## src/rtl/config_bitstream_loader_pkg.sv

```systemverilog
// Shared definitions for the configuration bitstream loader.
// Holds the FSM state encoding and the word-count helper used by the
// loader and by any host-side model that needs to size a bitstream.
package config_bitstream_loader_pkg;

  // Loader FSM states
  typedef enum logic [2:0] {
    ST_IDLE  = 3'd0,
    ST_CLEAR = 3'd1,
    ST_FETCH = 3'd2,
    ST_SHIFT = 3'd3,
    ST_DONE  = 3'd4
  } loader_state_t;

  // Number of host words needed to cover the chain: ceil(chain_length / word_width)
  function automatic int unsigned words_needed(input int unsigned chain_length,
                                               input int unsigned word_width);
    return (chain_length + word_width - 1) / word_width;
  endfunction

endpackage

```

## src/rtl/config_bitstream_loader.sv

```systemverilog
// Host-side driver for the fabric configuration shift chain.
// Clears the chain, then pulls bitstream words over valid/ready and shifts
// them MSB-first into the chain for exactly CHAIN_LENGTH cycles.
//
// Ports:
//   clock         system clock, rising edge
//   reset         synchronous active-high reset
//   start         one-cycle pulse starting a load (honoured in IDLE/DONE)
//   word_in       bitstream word, MSB shifted first
//   word_valid    word_in is valid
//   word_ready    loader accepts word_in this cycle
//   config_data   serial data to the chain
//   config_enable chain shift enable
//   config_nreset active-low chain clear
//   busy          load in progress
//   done          chain fully loaded; held until next start or reset
module config_bitstream_loader
  import config_bitstream_loader_pkg::*;
#(
  parameter int unsigned CHAIN_LENGTH = 1602,
  parameter int unsigned WORD_WIDTH   = 32
) (
  input  logic                  clock,
  input  logic                  reset,
  input  logic                  start,
  input  logic [WORD_WIDTH-1:0] word_in,
  input  logic                  word_valid,
  output logic                  word_ready,
  output logic                  config_data,
  output logic                  config_enable,
  output logic                  config_nreset,
  output logic                  busy,
  output logic                  done
);

  localparam int unsigned BC_W = $clog2(CHAIN_LENGTH + 1);
  localparam int unsigned WB_W = $clog2(WORD_WIDTH + 1);

  loader_state_t         state_q, state_d;
  logic [WORD_WIDTH-1:0] word_q, word_d;
  logic [BC_W-1:0]       bit_count_q, bit_count_d;
  logic [WB_W-1:0]       word_bit_q, word_bit_d;

  logic word_ready_d, config_data_d, config_enable_d, config_nreset_d;
  logic busy_d, done_d;

  // State, datapath and output registers
  always_ff @(posedge clock) begin
    if (reset) begin
      state_q       <= ST_IDLE;
      word_q        <= '0;
      bit_count_q   <= '0;
      word_bit_q    <= '0;
      word_ready    <= 1'b0;
      config_data   <= 1'b0;
      config_enable <= 1'b0;
      config_nreset <= 1'b1;
      busy          <= 1'b0;
      done          <= 1'b0;
    end else begin
      state_q       <= state_d;
      word_q        <= word_d;
      bit_count_q   <= bit_count_d;
      word_bit_q    <= word_bit_d;
      word_ready    <= word_ready_d;
      config_data   <= config_data_d;
      config_enable <= config_enable_d;
      config_nreset <= config_nreset_d;
      busy          <= busy_d;
      done          <= done_d;
    end
  end

  // Next-state, datapath and output decode
  always_comb begin
    state_d     = state_q;
    word_d      = word_q;
    bit_count_d = bit_count_q;
    word_bit_d  = word_bit_q;

    unique case (state_q)
      ST_IDLE: begin
        if (start) state_d = ST_CLEAR;
      end
      ST_CLEAR: begin
        bit_count_d = '0;
        state_d     = ST_FETCH;
      end
      ST_FETCH: begin
        // word_ready is registered high throughout FETCH, so valid alone completes the handshake
        if (word_valid) begin
          word_d     = word_in;
          word_bit_d = '0;
          state_d    = ST_SHIFT;
        end
      end
      ST_SHIFT: begin
        word_d      = word_q << 1;
        bit_count_d = bit_count_q + BC_W'(1);
        word_bit_d  = word_bit_q + WB_W'(1);
        // Chain end wins over word end: leftover low bits of the last word are dropped
        if (bit_count_q == BC_W'(CHAIN_LENGTH - 1)) begin
          state_d = ST_DONE;
        end else if (word_bit_q == WB_W'(WORD_WIDTH - 1)) begin
          state_d = ST_FETCH;
        end
      end
      ST_DONE: begin
        if (start) state_d = ST_CLEAR;
      end
      default: state_d = ST_IDLE;
    endcase

    // Outputs are registered versions of the decode of the upcoming state
    word_ready_d    = (state_d == ST_FETCH);
    config_enable_d = (state_d == ST_SHIFT);
    config_data_d   = (state_d == ST_SHIFT) ? word_d[WORD_WIDTH-1] : 1'b0;
    config_nreset_d = (state_d != ST_CLEAR);
    busy_d          = (state_d == ST_CLEAR) || (state_d == ST_FETCH) || (state_d == ST_SHIFT);
    done_d          = (state_d == ST_DONE);
  end

endmodule

```

## config.mk

```make
export PLATFORM = sky130hd
export DESIGN_NAME = config_bitstream_loader
export DESIGN_NICKNAME = d
export VERILOG_FILES = /design/src/rtl/config_bitstream_loader_pkg.sv /design/src/rtl/config_bitstream_loader.sv
export SDC_FILE = /design/constraint.sdc
export NUM_CORES = 1
export LEC_CHECK = 0
export CAP_MARGIN = 10
export CORE_UTILIZATION = 56
export DETAILED_ROUTE_END_ITERATION = 12
export PLACE_DENSITY = 0.88
export SLEW_MARGIN = 20
export SYNTH_ARGS = -nofsm -noshare
export SYNTH_HDL_FRONTEND = slang
export SYNTH_SLANG_ARGS = --single-unit
```

## constraint.sdc

```tcl
create_clock -name clock -period 2.5 [get_ports clock]
set_input_delay 0.625 -clock clock [delete_from_list [all_inputs] [get_ports clock]]
set_output_delay 0.625 -clock clock [all_outputs]
set_load 0.005 [all_outputs]
```

# Word level (Yosys, flattened, before mapping)
# Index checks and enable logic that the tools add are counted.
# op_classes
n_reduce_logical	8
addsub	2
n_mux	10
n_eq_ne	12
bitwise	1
# ops
op	count
$pmux 32 s2	1
$mux 32	1
$pmux 11 s2	1
$eq 3x2->1 const B	4
$mux 3	4
$pmux 3 s4	1
$pmux 6 s2	1
$add 11x1->11 const B	1
$eq 11x11->1 const B	1
$add 6x1->6 const B	1
$eq 3x1->1 const B	2
$eq 3x3->1 const B	2
$eq 6x5->1 const B	1
$mux 6	1
$reduce_bool 2->1	2
$reduce_or 2->1	2
$logic_not 3->1	1
$ne 3x1->1 const B	1
$logic_or 1x1->1	2
$ne 2x2->1 const B	1
$reduce_and 2->1	1
$not 1->1	1
# totals
register_bits	58
out_inout_bits	6
word_cells	44

# Longest topological paths before layout
# Gate-level depths: netlist of run 1.
# depth
word_depth	7
ltp_mapped	7
depth_no_buf	5

# Worst setup path after synthesis of run 1
# No wires, ideal clock.
# synth_timing
path_type	input port to flip-flop
from	input reset
to	register config_data
path_slack_ps	900
required_ps	2422
n_path_buf	1
arrival_time_ps	1522
stages	4
setup_ps	78
cell_sequence	buf_1 -> or3_1 -> a31o_2 -> nor3_1
# synth_between
elab_chain_cells	1
# synth_rtl
item	line	rtl
from (decl)	config_bitstream_loader.sv:24	input logic reset,
$reduce_or 2->1 (no line)	n/a	
to (signal assigned)	config_bitstream_loader.sv:66	config_data <= config_data_d;
to (decl)	config_bitstream_loader.sv:29	output logic config_data,
# Every way passes these cells.
# A chain may end at the register's enable or synchronous reset.

# Worst setup path in the final report of run 1
# layout_timing
from	input word_valid
to	register word_bit_q[2]
# layout_between
elab_chain_cells	2
# layout_rtl
item	line	rtl
from (decl)	config_bitstream_loader.sv:27	input logic word_valid,
$ne 2x2->1 (no line)	n/a	
$reduce_and 2->1 (no line)	n/a	
to (signal assigned)	config_bitstream_loader.sv:64	word_bit_q <= word_bit_d;
to (decl)	config_bitstream_loader.sv:42	logic [WB_W-1:0] word_bit_q, word_bit_d;
# Every way passes these cells.

==> flow_summary.json, run 1 <==
{
  "outcome": "finished clean",
  "grt_max_degree": 55,
  "tightestPinTransition_ns": 0.747,
  "finalCritPeriodShare_pct": 82.0,
  "worstSetupStartpointType": "input port",
  "cp_slowest_cell": "nor2_4",
  "synth.top_cell.area_share_pct": 46.1,
  "yosysWarnings": 0,
  "wirelength_mm": 5.20,
  "drive_above_1_share_pct": 6.83,
  "die_y_um": 69.1,
  "min_period_ns": 2.05,
  "cts_tree": "yes",
  "final_common_cell": "dfxtp_1",
  "final_cell_mix": "dfxtp_1 (58), a21oi_1 (49), clkdlybuf4s50_1 (40)",
  "start_util_pct": 57.9,
  "drc": 0,
  "clkTransAtPathRegs_ns": 0.06,
  "fillers": 368,
  "synth-async-reset-ratio_pct": 0,
  "die_w_um": 69.1,
  "required_ns": 2.76,
  "clock_sinks": 58,
  "dr.pass1.iters": 4,
  "core.rowCount": 24,
  "finalSetupViolations": 0,
  "vias": 2185,
  "p_leak_nw": 1.06,
  "grt_overflow_total": 0,
  "synth_ff_type": "dfxtp_1",
  "grt.total_usage_pct": 22.9,
  "end_kind": "register",
  "critPathKind": "input port to register",
  "max_stage_delay_ns": 0.59,
  "htreeDepth": 3,
  "power_density_mw_per_mm2": 626,
  "yosys_register_bits": 58,
  "diodes": 0,
  "nNetsFinal": 359,
  "cp_max_fo": 36,
  "cts_setup_buffers": 0,
  "syn2layout_area_growth_pct": 20.4,
  "peakVddDrop_v": 0.000527,
  "synth_cell_types": 44,
  "clock_path_buffers": 2,
  "clock-root-buffer": "clkbuf_8",
  "drt-initial-drc-count": 144,
  "ant_nets": 0,
  "seqCellArea_mm2": 0.00116,
  "io_buffers": 41,
  "seq_area_frac_synth_pct": 46.1,
  "insertion_delay_ns": 0.33,
  "seqPwrFrac_pct": 51.5,
  "multi_input_area_mm2": 0.00121,
  "wire_per_inst_um": 13.9,
  "fin_setup_tns_ns": 0,
  "drv_slew": 0,
  "via_per_inst": 5.84,
  "first_global_vias": 2087,
  "cts_buffers": 9,
  "switching_power_mw": 0.447,
  "skew_ns": 0.00618,
  "boundaryPins": 42,
  "synth_nets": 328,
  "hpwlAfterDp_mm": 3.35,
  "antenna_found_initial": 0,
  "synth-edff-count": 0,
  "gp_congestion": 0.776,
  "ctsResizeCount": 0,
  "p_int_mw": 1.45,
  "worstPathCellList": "clkdlybuf4s50_1 > and4bb_1 > nor2_4 > o21ai_0 > a21oi_1",
  "comb_power_share_pct": 10.3,
  "yosysTopAreaCell": "dfxtp_1",
  "syn_inst": 289,
  "fp.coreArea_mm2": 0.00435,
  "arrival_ns": 2.31,
  "fmax_ghz": 0.488,
  "relSlewSlack_pct": 50.1,
  "min_path_type": "register to register",
  "hold_viol": 0,
  "grt_pass1_wl_mm": 8.65,
  "dieArea_mm2": 0.00477,
  "maxCapViolations": 0,
  "total_power_mw": 1.90,
  "swShare_pct": 23.5,
  "ctsHoldBuffers": 0,
  "clockPowerShare_pct": 38.3,
  "syn_area_mm2": 0.00252,
  "rsz0062_at_grt": "no",
  "syn_avg_cell_area_um2": 8.72,
  "ys_top_cells_by_area": "dfxtp_1 (46%), a21oi_1 (9.7%), a22oi_1 (9.5%), nand2_1 (5.1%), nor2_1 (3.0%)"
}
[worst paths after layout]
kind                                                    to               startpoint  slack, ns  cells after the start
worst min-delay path               word_q[27]$_SDFFE_PP0P_  word_q[27]$_SDFFE_PP0P_       0.45                      2
worst max register to register  word_bit_q[4]$_SDFFE_PP0P_    state_q[1]$_SDFF_PP0_       0.61                      5
worst min register to register     word_q[27]$_SDFFE_PP0P_  word_q[27]$_SDFFE_PP0P_       0.45                      2
worst max-delay path            word_bit_q[2]$_SDFFE_PP0P_               word_valid       0.45                      5
[power groups by stage]
stage,logic (mW),registers [mW],clock network (mW)
after floorplan,0.122,0.986,0
after global placement,0.192,0.996,0
after detailed placement,0.196,0.998,0
after CTS,0.196,0.978,0.742
after global routing,0.213,0.981,0.778
final,0.195,0.978,0.727
[cells by family (layout without fill, tap and decap cells)]
logic type	count (synthesis)	in the layout	share of synthesized area (%)
AND/OR/NAND/NOR	97	97	20.8
buffers and inverters	28	61	6.06
flip-flops	58	58	46.1
multiplexers	1	1	0.397
AO/OA/AOI/OAI	102	102	25.2
adder cells (fa/ha/maj)	3	3	1.49
[cell usage after synthesis, types with 2 or more instances]
cell       n
dfxtp_1   58
a21oi_1   49
nand2_1   34
a22oi_1   32
nor2_1    20
o21ai_0   11
buf_4      9
clkbuf_1   8
buf_2      5
nand3_1    5
nand3b_1   5
or3_1      5
inv_1      4
ha_1       3
nor2b_1    3
a31oi_1    2
a41oi_1    2
and2_1     2
and3_1     2
and4_1     2
nand2b_1   2
nand4_1    2
nand4b_1   2
nor3_1     2
[sequential cells by signal, indices dropped and copies added (netlist names), 3 cells and up]
signal	flops
bit_count_q	11
word_bit_q	6
word_q	32
state_q	3
[worst max-delay path: cells and delay by family]
family,cells,cell delay [ns]
buffers and inverters,1,0.46
AOI/OAI and AO/OA,2,0.37
and+or+nand+nor,2,0.85
[per-stage QoR]
| stage | instances | setup WS, ns | hold slack, ns | area, um2 | utilization [%] |
|---|---|---|---|---|---|
| 6_report | 374 | 0.449 | 0.453 | 3030 | 69.7 |
| 5_1_grt | 374 | 0.399 | 0.468 | 3030 | 69.7 |
| 4_1_cts | 374 | 0.486 | 0.455 | 3030 | 69.7 |
| 3_5_place_dp | 361 | 0.143 | 0.447 | 2880 | 66.0 |
| 3_3_place_gp | 361 | 0.169 | 0.442 | 2880 | 66.0 |
| 2_1_floorplan | 289 | 0.900 | 0.437 | 2520 | - |
[routing by layer]
metal / global-route usage (%) / up-vias / wire length, um
met4: 11.3 / 0 / 44
li1: - / 1105 / -
met1: 24.9 / 1009 / 2270
met5: 0 / - / 0
met3: 9.21 / 4 / 282
met2: 38.6 / 67 / 2600
[layout make-up]
cell class	count	area share (%)
Clock buffer	13	5.24
Inverter	4	0.495
Multi-Input combinational cell	203	39.8
Sequential cell	58	38.3
Tap cell	52	2.14
Timing Repair Buffer	44	14.1
Power figures use the tool's default switching activity.
==> run 2, diff against run 1 <==
--- a/config.mk
+++ b/config.mk
@@ -6,9 +6,9 @@
 export NUM_CORES = 1
 export LEC_CHECK = 0
 export CAP_MARGIN = 10
-export CORE_UTILIZATION = 56
+export CORE_UTILIZATION = 52
 export DETAILED_ROUTE_END_ITERATION = 12
-export PLACE_DENSITY = 0.88
+export PLACE_DENSITY = 0.83
 export SLEW_MARGIN = 20
 export SYNTH_ARGS = -nofsm -noshare
 export SYNTH_HDL_FRONTEND = slang
==> constraint.sdc (replaced) <==
create_clock -name clock -period 1.9 [get_ports clock]
set_input_delay 0.475 -clock clock [delete_from_list [all_inputs] [get_ports clock]]
set_output_delay 0.475 -clock clock [all_outputs]
set_load 0.005 [all_outputs]
==> run 2 against run 1 <==
  * Sequential cell count did not move
  * Combinational power grew 54%
  * Sequential share of layout area fell by 1.7 points
  * Clock power increased by 54%
  * Routed wire length increased by 3.2%
  * Design area is 4.7% higher
==> flow_summary.json, run 2 (same netlist as run 1, synthesis figures left out) <==
{
  "die_y_um": 71.6,
  "required_ns": 2.16,
  "drv_slew": 0,
  "largest_register_ffs": 32,
  "hold_viol": 0,
  "final_common_cell": "dfxtp_1",
  "grt_pass1_wl_mm": 9.03,
  "end_kind": "register",
  "arrival_ns": 1.93,
  "clock_path_buffers": 2,
  "skew_ns": 0.00543,
  "critPathKind": "register to register",
  "htreeDepth": 3,
  "start_util_pct": 55.9,
  "diodes": 0,
  "io_buffers": 41,
  "wirelength_mm": 5.37,
  "drt-initial-drc-count": 107,
  "boundaryPins": 42,
  "fp.coreArea_mm2": 0.00450,
  "ctsHoldBuffers": 0,
  "die_w_um": 71.6,
  "peakVddDrop_v": 0.000632,
  "outcome": "finished clean",
  "fillers": 380,
  "tightestPinTransition_ns": 0.540,
  "nNetsFinal": 368,
  "clkTransAtPathRegs_ns": 0.06,
  "cp_max_fo": 10,
  "grt_overflow_total": 0,
  "antenna_found_initial": 0,
  "clock-root-buffer": "clkbuf_8",
  "hpwlAfterDp_mm": 3.47,
  "cts_tree": "yes",
  "first_global_vias": 2100,
  "worstSetupStartpointType": "register",
  "core.rowCount": 24,
  "multi_input_area_mm2": 0.00121,
  "holdWs_ns": 0.455,
  "ant_nets": 0,
  "syn2layout_area_growth_pct": 26.1,
  "max_flop_register": "word_q",
  "via_per_inst": 5.81,
  "dr.pass1.iters": 5,
  "cts_setup_buffers": 0,
  "insertion_delay_ns": 0.33,
  "finalSetupViolations": 0,
  "dieArea_mm2": 0.00513,
  "min_path_type": "register to register",
  "clock_sinks": 58,
  "drive_above_1_share_pct": 9.88,
  "cp-startpoint": "state_q[2]$_SDFF_PP0_",
  "gp_congestion": 0.774,
  "p_leak_nw": 1.13,
  "relSlewSlack_pct": 64.0,
  "ctsResizeCount": 0,
  "finalCritPeriodShare_pct": 87.6,
  "min_period_ns": 1.66,
  "seqCellArea_mm2": 0.00116,
  "wire_per_inst_um": 13.9,
  "fmax_ghz": 0.601,
  "fin_setup_tns_ns": 0,
  "min-delay-start": "word_q[27]$_SDFFE_PP0P_",
  "drc": 0,
  "vias": 2242,
  "setup_slack_ns": 0.236,
  "maxCapViolations": 0,
  "power_density_mw_per_mm2": 848,
  "cts_buffers": 9,
  "rsz0062_at_grt": "no",
  "final_cell_mix": "dfxtp_1 (58), a21oi_1 (49), clkdlybuf4s50_1 (40)",
  "grt.total_usage_pct": 22.5,
  "place_ws_ns": -0.0384,
  "grt_max_degree": 55,
  "timing.rr.start": "state_q[2]$_SDFF_PP0_",
  "top_regs": "word_q: 32 flops, bit_count_q: 11 flops, word_bit_q: 6 flops"
}
[run 2: cell types whose count changed in the layout (fill, tap and decap cells not counted)]
| cell | before | now |
|---|---|---|
| bufinv_16 | 0 | 1 |
| buf_12 | 0 | 3 |
| buf_4 | 3 | 9 |
| clkbuf_1 | 2 | 3 |
| clkinv_2 | 0 | 1 |
[run 2: critical path: stages (launching register included)]
cell	delay, ns
dfxtp_1	0.38
and3b_1	0.54
nand3_2	0.14
or3b_1	0.40
a21oi_1	0.14
[run 2: worst paths after layout]
check / endpoint / slack [ns] / cells past startpoint
max: bit_count_q[9]$_SDFFE_PP0P_ / 0.24 / 4
min: word_q[27]$_SDFFE_PP0P_ / 0.46 / 2
max reg2reg: bit_count_q[9]$_SDFFE_PP0P_ / 0.24 / 4
min reg2reg: word_q[27]$_SDFFE_PP0P_ / 0.46 / 2
[run 2: final cells by class]
class                           count  share of cell area, %
Timing Repair Buffer               53                   16.8
Clock buffer                       14                   5.12
Clock inverter                      2                   1.10
Tap cell                           52                   2.05
Inverter                            4                  0.472
Sequential cell                    58                   36.5
Multi-Input combinational cell    203                   38.0
[run 2: power breakdown]
| part | switching, mW | total [mW] | internal (mW) |
|---|---|---|---|
| registers | 0.0190 | 1.28 | 1.26 |
| clock network | 0.443 | 1.12 | 0.677 |
| logic | 0.143 | 0.301 | 0.159 |
| total | 0.605 | 2.70 | 2.09 |
[run 2: layer usage]
layer	vias up	part of all wire [%]	global-route usage [%]
met1	1051	43	26.1
met4	0	0.78	6.97
met2	64	51	38.7
met3	5	5.5	8.16
li1	1122	-	-
met5	-	0	0
[run 2: stage by stage]
step | total power [mW] | instances | area [um2] | util (%)
2_1_floorplan | 1.46 | 289 | 2520 | -
3_5_place_dp | 1.60 | 370 | 2980 | 66.2
4_1_cts | 2.73 | 386 | 3180 | 70.6
6_report | 2.70 | 386 | 3180 | 70.6
3_3_place_gp | 1.60 | 370 | 2980 | 66.2
5_1_grt | 2.82 | 386 | 3180 | 70.6
==> run 3, diff against run 2 <==
--- a/config.mk
+++ b/config.mk
@@ -5,10 +5,11 @@
 export SDC_FILE = /design/constraint.sdc
 export NUM_CORES = 1
 export LEC_CHECK = 0
+export ABC_AREA = 1
 export CAP_MARGIN = 10
-export CORE_UTILIZATION = 52
+export CORE_UTILIZATION = 53
 export DETAILED_ROUTE_END_ITERATION = 12
-export PLACE_DENSITY = 0.83
+export PLACE_DENSITY_LB_ADDON = 0.15
 export SLEW_MARGIN = 20
 export SYNTH_ARGS = -nofsm -noshare
 export SYNTH_HDL_FRONTEND = slang
==> constraint.sdc (replaced) <==
create_clock -name clock -period 1.9 [get_ports clock]
set_input_delay 0.475 -clock clock [delete_from_list [all_inputs] [get_ports clock]]
set_output_delay 0.475 -clock clock [all_outputs]
set_load 0.05 [all_outputs]
==> run 3 against run 2 <==
  * The run now ends with design-rule violations left
  * Total power decreased by 5.5%
  * Worst setup slack worse by 0.042 ns
  * Via count grew 5.9%
  * Routed wire length up 1.3%
  * Non-clock buffer count fell by 4
  * Critical path type is now input port to register
  * Highest routed layer unchanged
==> flow_summary.json, run 3 <==
{
  "outcome": "finished, violations left",
  "violations": "design-rule violations",
  "fillers": 383,
  "drive_above_1_share_pct": 9.04,
  "antenna_found_initial": 0,
  "diodes": 0,
  "finalCritPeriodShare_pct": 89.8,
  "seq_area_frac_synth_pct": 45.6,
  "yosysTopAreaCell": "dfxtp_1",
  "insertion_delay_ns": 0.34,
  "clock_path_buffers": 2,
  "synth_ff_type": "dfxtp_1",
  "max_flop_register": "word_q",
  "cts_buffers": 9,
  "utilization_pct": 70.2,
  "yosysWarnings": 0,
  "dr.pass1.iters": 9,
  "min_path_type": "register to register",
  "cts_setup_buffers": 0,
  "required_ns": 2.17,
  "synth-edff-count": 0,
  "grt_pass1_wl_mm": 9.36,
  "fin_cells": 439,
  "p_leak_nw": 1.09,
  "rsz0062_at_grt": "no",
  "final_cell_mix": "nand2_1 (100), dfxtp_1 (58), a21oi_1 (40)",
  "vias": 2374,
  "clock_sinks": 58,
  "critPathKind": "input port to register",
  "final_common_cell": "nand2_1",
  "drt-initial-drc-count": 148,
  "max_stage_delay_ns": 0.59,
  "placed_cell_area_mm2": 0.00297,
  "synthTopCellsByCount": "nand2_1 (100), dfxtp_1 (58), a21oi_1 (40)",
  "yosysMostFrequentCell": "nand2_1",
  "ctsResizeCount": 0,
  "hold_viol": 0,
  "via_per_inst": 5.41,
  "syn_avg_cell_area_um2": 7.47,
  "crit_family": "simple AND/OR/NAND/NOR gates",
  "synth_cell_types": 26,
  "finalSetupViolations": 0,
  "ctsHoldBuffers": 0,
  "synth_nets": 380,
  "hpwlAfterDp_mm": 3.65,
  "syn_inst": 341,
  "wire_per_inst_um": 12.4,
  "stdcell_area_mm2": 0.00314,
  "grt_max_degree": 37,
  "worstSetupStartpointType": "input port",
  "min_period_ns": 1.71,
  "arrival_ns": 1.97,
  "drc": 3,
  "nNetsFinal": 421,
  "worstPathCellList": "clkdlybuf4s50_1 > inv_1 > nor2_4 > nor2_4 > nand2_1 > a21oi_1",
  "largest_register_ffs": 32,
  "peakVddDrop_v": 0.000497,
  "skew_ns": 0.00911,
  "boundaryPins": 42,
  "grt_overflow_total": 0,
  "io_buffers": 41,
  "synth.top_cell.area_share_pct": 45.6,
  "total_power_mw": 2.55,
  "start_util_pct": 57.0,
  "clkTransAtPathRegs_ns": 0.07,
  "fp.coreArea_mm2": 0.00447,
  "htreeDepth": 3,
  "ys_top_cells_by_area": "dfxtp_1 (46%), nand2_1 (15%), a21oi_1 (7.9%), a22oi_1 (6.8%), inv_1 (3.2%)",
  "gp_congestion": 0.801,
  "syn2layout_area_growth_pct": 23.3,
  "top_regs": "word_q: 32 flops, bit_count_q: 11 flops, word_bit_q: 6 flops",
  "grt.total_usage_pct": 23.5,
  "cp_common_cell": "nor2_4",
  "wirelength_mm": 5.44,
  "fmax_ghz": 0.586,
  "cp_slowest_cell": "nor2_4",
  "drv_slew": 0,
  "end_kind": "register",
  "yosys_register_bits": 58,
  "first_global_vias": 2199,
  "maxCapViolations": 0,
  "core.rowCount": 24,
  "tightestPinTransition_ns": 0.775,
  "clock-root-buffer": "clkbuf_8",
  "die_w_um": 71.3,
  "syn_area_mm2": 0.00255,
  "cts_tree": "yes",
  "ant_nets": 0,
  "synth-async-reset-ratio_pct": 0,
  "dieArea_mm2": 0.00509,
  "die_y_um": 71.3,
  "relSlewSlack_pct": 48.2,
  "critPathBufInv": 2,
  "power_density_mw_per_mm2": 811,
  "place_inst": 423,
  "cp_max_fo": 36
}
## run 3: layer usage
layer / up-vias / track usage [%] / part of all wire [%]
li1: 1229 / - / -
met1: 1081 / 27.7 / 47
met2: 58 / 40.0 / 47
met3: 6 / 8.58 / 4.7
met4: 0 / 6.67 / 0.79
met5: - / 0 / 0
## run 3: cells by family (layout without fill, tap and decap cells)
kind of cell,count (synthesis),count (layout),share of synthesized area (%)
AO/OA/AOI/OAI,90,90,21.1
adder cells (fa/ha/maj),3,3,1.47
buffers and inverters,42,88,7.27
flip-flops,58,58,45.6
AND/OR/NAND/NOR,148,148,24.6
## run 3: worst reg2reg max path, stage by stage (launching register included)
cell	delay [ns]
dfxtp_1	0.42
inv_2	0.09
nand3b_2	0.14
nor2_4	0.05
nor2_4	0.59
nand2_1	0.14
a21oi_1	0.18
## run 3: final cells by class
type	count	area (um2)	area share [%]
multi-input cells	241	1200	38.3
flip-flops and latches	58	1160	37.0
repair buffers	49	455	14.5
clock buffers	11	141	4.50
inverters	23	86.3	2.75
well taps	52	65.1	2.07
clock inverters	5	30.0	0.956
## run 3: metrics by stage
step / setup WS [ns] / hold slack, ns / setup TNS (ns)
after global placement: -0.0888 / 0.449 / -2.61
after floorplan: 0.654 / 0.439 / 0
after global routing: 0.0367 / 0.481 / 0
after detailed placement: -0.147 / 0.456 / -3.58
after CTS: 0.199 / 0.464 / 0
final: 0.194 / 0.467 / 0
## run 3: where the power goes
group | leakage [nW] | internal [mW] | switching (mW)
Clock | 0.0851 | 0.501 | 0.484
Combinational | 0.534 | 0.128 | 0.158
Sequential | 0.470 | 1.26 | 0.0223
Total | 1.09 | 1.88 | 0.664
## run 3: worst paths after layout
kind / from / end / slack (ns) / cells after the start
worst min-delay path: word_q[11]$_SDFFE_PP0P_ / word_q[11]$_SDFFE_PP0P_ / 0.47 / 2
worst max-delay path: word_valid / word_q[19]$_SDFFE_PP0P_ / 0.19 / 6
worst max register to register: state_q[2]$_SDFF_PP0_ / word_q[19]$_SDFFE_PP0P_ / 0.23 / 6
worst min register to register: word_q[11]$_SDFFE_PP0P_ / word_q[11]$_SDFFE_PP0P_ / 0.47 / 2
